--- config.mk ---
export PLATFORM = sky130hd
export DESIGN_NAME = elevator_scheduler_flat
export DESIGN_NICKNAME = d
export VERILOG_FILES = /design/src/rtl/elevator_pkg.sv /design/src/rtl/elevator_scheduler_if.sv /design/src/rtl/elevator_scheduler_scan_pick.sv /design/src/rtl/elevator_scheduler.sv /design/src/flat_wrapper.sv
export SDC_FILE = /design/constraint.sdc
export NUM_CORES = 1
export LEC_CHECK = 0
export CORE_MARGIN = 2
export CORE_UTILIZATION = 45
export DETAILED_ROUTE_END_ITERATION = 7
export PLACE_DENSITY = 0.75
export SLEW_MARGIN = 20
export SYNTH_ARGS = -nofsm -noshare
export SYNTH_HDL_FRONTEND = slang
export SYNTH_HIERARCHICAL = 1
export SYNTH_SLANG_ARGS = --single-unit
--- constraint.sdc ---
create_clock -name clk -period 3.35 [get_ports clk]
set_input_delay 1.005 -clock clk [delete_from_list [all_inputs] [get_ports clk]]
set_output_delay 1.005 -clock clk [all_outputs]
set_load 0.1 [all_outputs]
--- src/rtl/elevator_pkg.sv ---
// Shared definitions for the elevator scheduler slice: FSM state encoding and
// default sizing for floors and door timing.
package elevator_pkg;

  typedef enum logic [1:0] {
    IDLE   = 2'd0,
    SELECT = 2'd1,
    TRAVEL = 2'd2,
    DOOR   = 2'd3
  } sched_state_t;

  localparam int DEF_NUM_FLOORS  = 4;
  localparam int DEF_FLOOR_W     = 2;
  localparam int DEF_DOOR_CYCLES = 8;

endpackage

--- src/rtl/elevator_scheduler_if.sv ---
// Call/dispatch bundle between the scheduler, the floor buttons and the car
// controller. The master side is the scheduler; the slave side is the car/panels.
interface elevator_scheduler_if
  import elevator_pkg::*;
#(
  parameter int NUM_FLOORS = DEF_NUM_FLOORS,
  parameter int FLOOR_W    = DEF_FLOOR_W
);

  logic [NUM_FLOORS-1:0] call_req;
  logic [FLOOR_W-1:0]    car_floor;
  logic                  car_complete;
  logic [FLOOR_W-1:0]    target_floor;
  logic                  target_valid;
  logic                  sweep_up;
  logic                  door_open;
  logic [NUM_FLOORS-1:0] pending;
  logic                  busy;

  modport master (
    input  call_req, car_floor, car_complete,
    output target_floor, target_valid, sweep_up, door_open, pending, busy
  );

  modport slave (
    output call_req, car_floor, car_complete,
    input  target_floor, target_valid, sweep_up, door_open, pending, busy
  );

endinterface

--- src/rtl/elevator_scheduler_scan_pick.sv ---
// Combinational SCAN target picker: nearest pending floor in the sweep
// direction, reversing the sweep only when nothing lies ahead.
module scan_pick
  import elevator_pkg::*;
#(
  parameter int NUM_FLOORS = DEF_NUM_FLOORS,
  parameter int FLOOR_W    = DEF_FLOOR_W
) (
  input  logic [NUM_FLOORS-1:0] pending,
  input  logic [FLOOR_W-1:0]    car_floor,
  input  logic                  sweep_up,
  output logic                  found,
  output logic [FLOOR_W-1:0]    pick_floor,
  output logic                  new_dir,
  output logic                  here_hit
);

  logic               up_found;
  logic               dn_found;
  logic [FLOOR_W-1:0] up_floor;
  logic [FLOOR_W-1:0] dn_floor;

  // Loop order makes the last match the one closest to car_floor.
  always_comb begin
    up_found = 1'b0;
    dn_found = 1'b0;
    up_floor = '0;
    dn_floor = '0;
    here_hit = 1'b0;
    for (int i = NUM_FLOORS - 1; i >= 0; i--) begin
      if (pending[i] && (FLOOR_W'(i) > car_floor)) begin
        up_found = 1'b1;
        up_floor = FLOOR_W'(i);
      end
    end
    for (int i = 0; i < NUM_FLOORS; i++) begin
      if (pending[i] && (FLOOR_W'(i) < car_floor)) begin
        dn_found = 1'b1;
        dn_floor = FLOOR_W'(i);
      end
      if (pending[i] && (FLOOR_W'(i) == car_floor)) begin
        here_hit = 1'b1;
      end
    end
  end

  always_comb begin
    found      = up_found | dn_found;
    pick_floor = '0;
    new_dir    = sweep_up;
    if (sweep_up) begin
      if (up_found) begin
        pick_floor = up_floor;
      end else if (dn_found) begin
        pick_floor = dn_floor;
        new_dir    = 1'b0;
      end
    end else begin
      if (dn_found) begin
        pick_floor = dn_floor;
      end else if (up_found) begin
        pick_floor = up_floor;
        new_dir    = 1'b1;
      end
    end
  end

endmodule

--- src/rtl/elevator_scheduler.sv ---
// SCAN hall/car-call scheduler: latches floor calls, dispatches one target at a
// time to the car, holds the door for a fixed time and retires the served call.
module elevator_scheduler
  import elevator_pkg::*;
#(
  parameter int NUM_FLOORS  = DEF_NUM_FLOORS,
  parameter int FLOOR_W     = DEF_FLOOR_W,
  parameter int DOOR_CYCLES = DEF_DOOR_CYCLES
) (
  input logic                 clk,
  input logic                 rst,
  elevator_scheduler_if.master bus
);

  localparam int CNT_W = (DOOR_CYCLES > 1) ? $clog2(DOOR_CYCLES) : 1;

  sched_state_t          state, state_next;
  logic [NUM_FLOORS-1:0] pending, pending_next;
  logic [FLOOR_W-1:0]    target_floor, target_floor_next;
  logic                  target_valid, target_valid_next;
  logic                  sweep_up, sweep_up_next;
  logic                  door_open, door_open_next;
  logic                  busy, busy_next;
  logic [CNT_W-1:0]      door_cnt, door_cnt_next;

  logic                  door_exit;
  logic [NUM_FLOORS-1:0] clr_vec;
  logic [NUM_FLOORS-1:0] absorb_vec;

  logic                  pick_found;
  logic [FLOOR_W-1:0]    pick_floor;
  logic                  pick_dir;
  logic                  here_hit;

  scan_pick #(
    .NUM_FLOORS (NUM_FLOORS),
    .FLOOR_W    (FLOOR_W)
  ) u_scan_pick (
    .pending    (pending),
    .car_floor  (bus.car_floor),
    .sweep_up   (sweep_up),
    .found      (pick_found),
    .pick_floor (pick_floor),
    .new_dir    (pick_dir),
    .here_hit   (here_hit)
  );

  assign door_exit = (state == DOOR) && (door_cnt == '0);

  // Calls at the open-door floor are swallowed so they cannot re-arm the stop.
  always_comb begin
    clr_vec    = '0;
    absorb_vec = '0;
    for (int i = 0; i < NUM_FLOORS; i++) begin
      clr_vec[i]    = door_exit && (target_floor == FLOOR_W'(i));
      absorb_vec[i] = door_open && (bus.car_floor == FLOOR_W'(i));
    end
  end

  assign pending_next = (pending & ~clr_vec) | (bus.call_req & ~absorb_vec);

  always_comb begin
    state_next        = state;
    target_floor_next = target_floor;
    target_valid_next = target_valid;
    sweep_up_next     = sweep_up;
    door_open_next    = door_open;
    door_cnt_next     = door_cnt;
    case (state)
      IDLE: begin
        if (pending != '0) begin
          state_next = SELECT;
        end
      end
      SELECT: begin
        if (here_hit) begin
          target_floor_next = bus.car_floor;
          target_valid_next = 1'b0;
          door_open_next    = 1'b1;
          door_cnt_next     = CNT_W'(DOOR_CYCLES - 1);
          state_next        = DOOR;
        end else if (pick_found) begin
          target_floor_next = pick_floor;
          sweep_up_next     = pick_dir;
          target_valid_next = 1'b1;
          state_next        = TRAVEL;
        end else begin
          state_next = IDLE;
        end
      end
      TRAVEL: begin
        if (bus.car_complete && (bus.car_floor == target_floor)) begin
          target_valid_next = 1'b0;
          door_open_next    = 1'b1;
          door_cnt_next     = CNT_W'(DOOR_CYCLES - 1);
          state_next        = DOOR;
        end
      end
      DOOR: begin
        if (door_cnt == '0) begin
          door_open_next = 1'b0;
          state_next     = (pending_next != '0) ? SELECT : IDLE;
        end else begin
          door_cnt_next = door_cnt - CNT_W'(1);
        end
      end
      default: state_next = IDLE;
    endcase
    busy_next = (state_next != IDLE);
  end

  always_ff @(posedge clk) begin
    if (!rst) begin
      state        <= IDLE;
      pending      <= '0;
      target_floor <= '0;
      target_valid <= 1'b0;
      sweep_up     <= 1'b1;
      door_open    <= 1'b0;
      door_cnt     <= '0;
      busy         <= 1'b0;
    end else begin
      state        <= state_next;
      pending      <= pending_next;
      target_floor <= target_floor_next;
      target_valid <= target_valid_next;
      sweep_up     <= sweep_up_next;
      door_open    <= door_open_next;
      door_cnt     <= door_cnt_next;
      busy         <= busy_next;
    end
  end

  assign bus.target_floor = target_floor;
  assign bus.target_valid = target_valid;
  assign bus.sweep_up     = sweep_up;
  assign bus.door_open    = door_open;
  assign bus.pending      = pending;
  assign bus.busy         = busy;

endmodule

--- src/flat_wrapper.sv ---
// flat-port wrapper written by rule: the top's interface ports become plain ports
module elevator_scheduler_flat import elevator_pkg::*;
#(
  parameter int NUM_FLOORS  = DEF_NUM_FLOORS,
  parameter int FLOOR_W     = DEF_FLOOR_W,
  parameter int DOOR_CYCLES = DEF_DOOR_CYCLES
)
  (clk, rst, bus_call_req, bus_car_floor, bus_car_complete, bus_target_floor, bus_target_valid, bus_sweep_up, bus_door_open, bus_pending, bus_busy);
  elevator_scheduler_if #(.NUM_FLOORS(NUM_FLOORS), .FLOOR_W(FLOOR_W)) bus_i ();
  input logic clk;
  input logic rst;
  input wire logic [$bits(bus_i.call_req)-1:0] bus_call_req;
  input wire logic [$bits(bus_i.car_floor)-1:0] bus_car_floor;
  input wire logic [$bits(bus_i.car_complete)-1:0] bus_car_complete;
  output wire logic [$bits(bus_i.target_floor)-1:0] bus_target_floor;
  output wire logic [$bits(bus_i.target_valid)-1:0] bus_target_valid;
  output wire logic [$bits(bus_i.sweep_up)-1:0] bus_sweep_up;
  output wire logic [$bits(bus_i.door_open)-1:0] bus_door_open;
  output wire logic [$bits(bus_i.pending)-1:0] bus_pending;
  output wire logic [$bits(bus_i.busy)-1:0] bus_busy;
  assign bus_i.call_req = bus_call_req;
  assign bus_i.car_floor = bus_car_floor;
  assign bus_i.car_complete = bus_car_complete;
  assign bus_target_floor = bus_i.target_floor;
  assign bus_target_valid = bus_i.target_valid;
  assign bus_sweep_up = bus_i.sweep_up;
  assign bus_door_open = bus_i.door_open;
  assign bus_pending = bus_i.pending;
  assign bus_busy = bus_i.busy;
  elevator_scheduler #(.NUM_FLOORS(NUM_FLOORS), .FLOOR_W(FLOOR_W), .DOOR_CYCLES(DOOR_CYCLES)) u_core (.clk(clk), .rst(rst), .bus(bus_i));
endmodule
# Word-level counts from Yosys, hierarchy flattened
# Cells that the tools add are included.
# op_classes
n_reduce_logical,37
n_lt_le_gt_ge,8
n_addsub,1
div,0
n_mux,50
shift,0
bitwise,7
n_eq_ne,18
n_mul,0
# op_table
cell,n
2-bit 2-to-1 mux,18
1-bit 2-to-1 mux,25
1-bit logical AND,22
"2-bit == test, second input constant",6
3-bit 2-to-1 mux,3
3-bit one-hot mux with 3 select lines,1
4-bit bitwise AND,2
4-bit inverter,2
2-bit one-hot mux with 4 select lines,1
4-bit AND reduction,2
4-bit nonzero test,2
"2-bit by 1-bit == test with 1-bit output, second input constant",3
2-bit zero test,3
3-bit AND reduction,2
2-bit nonzero test,3
"2-bit == test, first input constant",2
"1-bit by 2-bit > comparator with 1-bit output, first input constant",2
"2-bit > comparator, first input constant",2
"1-bit by 2-bit less-than comparator with 1-bit output, first input constant",2
"2-bit less-than comparator, first input constant",2
"2-bit by 1-bit inequality test with 1-bit output, second input constant",2
"2-bit inequality test, second input constant",2
4-bit bitwise OR,1
3-bit zero test,1
other kinds (10),10
# word_totals
mem_bits_ro,0
input_bits,9
ff_bits,15
wordCells,129
memories,0
ram_bits,0
latch_bits,0

# Logic depth before layout (Yosys ltp)
# logic_depth
ltp_word,11
depth_mapped,9
mapped_depth_nobuf,8

# By module
# Netlist, hierarchy kept.
# by_module_without_submodules
mod,area_each_um2,n_inst,cells_each
elevator_scheduler,985.9,1,118
scan_pick,198.9,1,28

# Worst setup path before layout
# No wires, ideal clock.
# synth_timing
kind,input -> register
startpoint,in bus_car_floor[0]
endpoint,reg u_core.door_open (netlist: u_core/bus.door_open)
slack_ns,0.654
path_stages,7
arrival_ns,2.580
setup_time_ns,0.116
cell_sequence,buf_2 mux4_2 clkbuf_1 nor2b_1 nor2_1 and2_1 a31o_2
# synth_between
elab_chain_len,8
elab_cells_between_ends,17
# synth_lines
item,line,source
"start, declared",flat_wrapper.sv:13,input wire logic [$bits(bus_i.car_floor)-1:0] bus_car_floor;
2-bit zero test,elevator_scheduler_scan_pick.sv:41,if (pending[i] && (FLOOR_W'(i) == car_floor)) begin
1-bit logical AND,elevator_scheduler_scan_pick.sv:41,
1-bit 2-to-1 mux (3 in a row),elevator_scheduler_scan_pick.sv:41,
1-bit 2-to-1 mux (*),elevator_scheduler_scan_pick.sv:41,
via u_core.here_hit,elevator_scheduler.sv:33,logic here_hit;
2-bit by 1-bit inequality test with 1-bit output (no line) (*),n/a,
4-bit AND reduction (no line) (*),n/a,
"end signal, assigned",elevator_scheduler.sv:128,door_open <= door_open_next;
"end, declared",elevator_scheduler.sv:22,"logic door_open, door_open_next;"
# The timed path passes the listed nets; every way through them passes the cells marked *.
# A chain may end at the register's enable or synchronous reset.

# Final worst setup path
# layout_timing
startpoint,in bus_car_floor[1]
endpoint,reg u_core.busy (netlist: u_core/bus.busy)
# layout_between
elab_chain_len,11
elab_cells_between_ends,57
# layout_lines
item,line,source
2-bit > comparator or 1-bit by 2-bit less-than comparator with 1-bit output (tied branches),"elevator_scheduler_scan_pick.sv:31, elevator_scheduler_scan_pick.sv:37",
"1-bit logical AND, on equally long branches","elevator_scheduler_scan_pick.sv:31, elevator_scheduler_scan_pick.sv:37",
"1-bit 2-to-1 mux, on equally long branches (4 in a row)","elevator_scheduler_scan_pick.sv:31, elevator_scheduler_scan_pick.sv:37",
1-bit bitwise OR (*),elevator_scheduler_scan_pick.sv:48,found = up_found | dn_found;
via u_core.pick_found,elevator_scheduler.sv:30,logic pick_found;
2-bit 2-to-1 mux (*),elevator_scheduler.sv:82,end else if (pick_found) begin
2-bit 2-to-1 mux (*),elevator_scheduler.sv:76,if (here_hit) begin
2-bit one-hot mux with 4 select lines (*),elevator_scheduler.sv:69,case (state)
2-bit nonzero test (*),elevator_scheduler.sv:109,busy_next = (state_next != IDLE);
"end signal, assigned",elevator_scheduler.sv:130,busy <= busy_next;
"end, declared",elevator_scheduler.sv:23,"logic busy, busy_next;"
# Marked as above.

==> reports/qor.yml <==
outcome: "finished clean"
crit_start: "bus_car_floor[1]"
hold_class: "reg2reg"
yosys.area_share.simple_pct: 23.1
core_area_sq_um: 2480
post_cts_resize_count: 0
via_per_inst: 6.33
clockBufferDepth: 2
synth_warnings: 6
avgRoutedWirePerCell_um: 15.0
cts_tree: "done"
finalHoldViolations: 0
place_inst: 189
portBuffers: 18
min_period_over_period_pct: 85.5
endpoint_kind: "flop"
final_cell_mix: "15 x dfxtp_1, 13 x buf_4, 11 x inv_1"
slew_violations: 0
syn_to_final_growth_pct: 15.7
grt_max_degree: 16
synth_compound_area_share_pct: 28.8
final.min_clock_period_ps: 2860
cts_sinks: 15
slowest_stage: "clkdlybuf4s50_1"
synthDistinctLibCells: 52
power_mw: 0.768
drt_iter0_drc: 46
num-nets-final: 179
layoutNonFillerInstCount: 193
wirelength_mm: 2.90
r2r_setup_slack_ps: 1370
pre_cts_ws_ps: 213
critPathLaunchType: "input pin"
finalInstanceArea_sq_um: 1370
skew_ps: 1.45
rows: 18
worst_ep_required_time_ps: 3500
place_area_sq_um: 1350
powerDensity_nw_per_um2: 560
ys_async_sr_fraction_pct: 0
synth_seq_area_share_pct: 25.3
cts_buffers: 3
synth_seq_cells: 15
endpoint: "u_core/bus.busy"
dr.pass1.iters: 4
dieArea_sq_um: 3060
fin_hold_ws_ps: 524
remaining_drc_errors: 0
rr_startpoint: "u_core/bus.pending[2]"
gp_congestion: 0.859
die_h_um: 55.3
muxShareOfSynthArea_pct: 5.28
grt_pass1_wl_mm: 4.87
dp_hpwl_mm: 2.20
max-vdd-ir-drop_mv: 0.337
grt_pass1_vias: 1099
max_slew_margin_pct: 62.5
cts_root_buf: "clkbuf_4"
worstMarginPinSlew_ps: 562
io_pins: 19
num_vias: 1222
rr_endpoint: "u_core/door_cnt[1]"
synthesis.nets: 161
grt_overflow_total: 0
worst_slack_ps: 485
rsz0062_at_grt: "no"
synth_top_family_by_area: "compound AO/OA/AOI/OAI gates"
avgSynthCellArea_sq_um: 8.12
leakagePower_nw: 0.539
chipWidth_um: 55.3
synthFlopType: "dfxtp_1"
htree_levels: 1
worst-setup-path-type: "in2reg"
final_util_pct: 55.4
r2r_cells: 5
path_max_fanout: 10
cts_setup_buffers: 0
synthXorXnorAreaFrac_pct: 1.48
setup_tns_ps: 0
antenna_found_initial: 0
antenna_left: 0
antennaDiodeCount: 0
clk_pin_slew_ps: 90
netlist_area_sq_um: 1180
hold_buffers: 0
cpMostUsedCell: "a21oi_1"
max_stage_delay_ps: 690
final_common_cell: "dfxtp_1"
max_freq_ghz: 0.349
synth_edf_count: 0
initial_core_util_pct: 47.8
track_usage_pct: 19.7
synthAdderAreaFrac_pct: 7.18
finalSetupViolations: 0
clk_latency_ps: 280
crit_arrival_ps: 3020
drive_gt1_share_pct: 16.0
drv_cap: 0
synth_cells: 146
path_cells: "clkdlybuf4s50_1 > inv_2 > a21oi_1 > o22ai_1 > nand2b_1 > o21ai_0 > a21oi_1 > o31ai_1 > o211ai_1"
[cell usage after synthesis (all sizes together) (2+ instances only)]
master | n | share of area [%]
a31oi | 3 | 1.6
nor2 | 10 | 3.2
mux2i | 4 | 3.4
o21ai | 7 | 3.0
xor2 | 2 | 1.5
nand3b | 2 | 1.3
o31ai | 5 | 3.6
buf | 5 | 3.7
inv | 12 | 3.8
a311oi | 3 | 2.2
clkbuf | 3 | 0.95
ha | 6 | 6.3
nor2b | 3 | 1.6
nor3 | 3 | 1.3
nor4 | 3 | 1.6
a2bb2oi | 2 | 1.5
a21oi | 7 | 3.0
or4 | 2 | 1.3
nand2b | 3 | 1.6
a221oi | 2 | 2.0
nor3b | 3 | 1.9
a211oi | 2 | 1.3
nand3 | 6 | 2.5
dfxtp | 15 | 25
nand2 | 8 | 2.7
o21a | 2 | 1.3
a21boi | 2 | 1.6
or2 | 3 | 1.6
[cells by family (layout without fill, tap and decap cells)]
kind of cell	count (synthesis)	in the layout
compound gates	46	46
xor+xnor	2	2
fa+ha+maj	7	7
buf+inv	21	38
flops	15	15
mux	5	5
simple gates	50	50
[power by group]
group / leakage, nW / switching, mW / internal (mW)
sequential: 0.125 / 0.0475 / 0.211
combinational: 0.399 / 0.276 / 0.130
clock: 0.0150 / 0.0572 / 0.0463
[registers in the layout (all words and copies together) (netlist names)]
name,cells
u_core/bus.busy,1
u_core/door_cnt,3
u_core/state,2
u_core/bus.target_valid,1
u_core/bus.target_floor,2
u_core/bus.door_open,1
u_core/bus.sweep_up,1
u_core/bus.pending,4
[worst min path at each step]
| stage | slack, ps | start | endpoint | cells past startpoint |
|---|---|---|---|---|
| 2_1_floorplan | 450 | u_core/door_cnt[0] | u_core/door_cnt[0] | 1 |
| 3_3_place_gp | 470 | u_core/door_cnt[0] | u_core/door_cnt[0] | 1 |
| 3_5_place_dp | 490 | u_core/door_cnt[0] | u_core/door_cnt[0] | 1 |
| 4_1_cts | 500 | u_core/door_cnt[0] | u_core/door_cnt[0] | 1 |
| 5_1_grt | 540 | u_core/door_cnt[0] | u_core/door_cnt[0] | 1 |
| 6_report | 520 | u_core/door_cnt[0] | u_core/door_cnt[0] | 1 |
[critical path, delay by kind of cell]
| family | cells | cell delay (ps) |
|---|---|---|
| AO/OA/AOI/OAI | 6 | 960 |
| buffers and inverters | 2 | 810 |
| AND/OR/NAND/NOR | 1 | 230 |
[cell type report]
cell class                      instances  area, sq um
Multi-Input combinational cell        110          781
Clock buffer                            4         26.3
Tap cell                               30         37.5
Inverter                               13         48.8
Fill cell                             237         1110
Sequential cell                        15          300
Timing Repair Buffer                   21          178
[layer usage]
metal	track usage (%)	routed length, um	vias to the layer above
li1	-	-	583
met1	24.7	1280	582
met2	31.6	1370	51
met3	6.09	192	6
met4	7.32	48	0
met5	0	0	-
(Power assumes the default switching activity.)
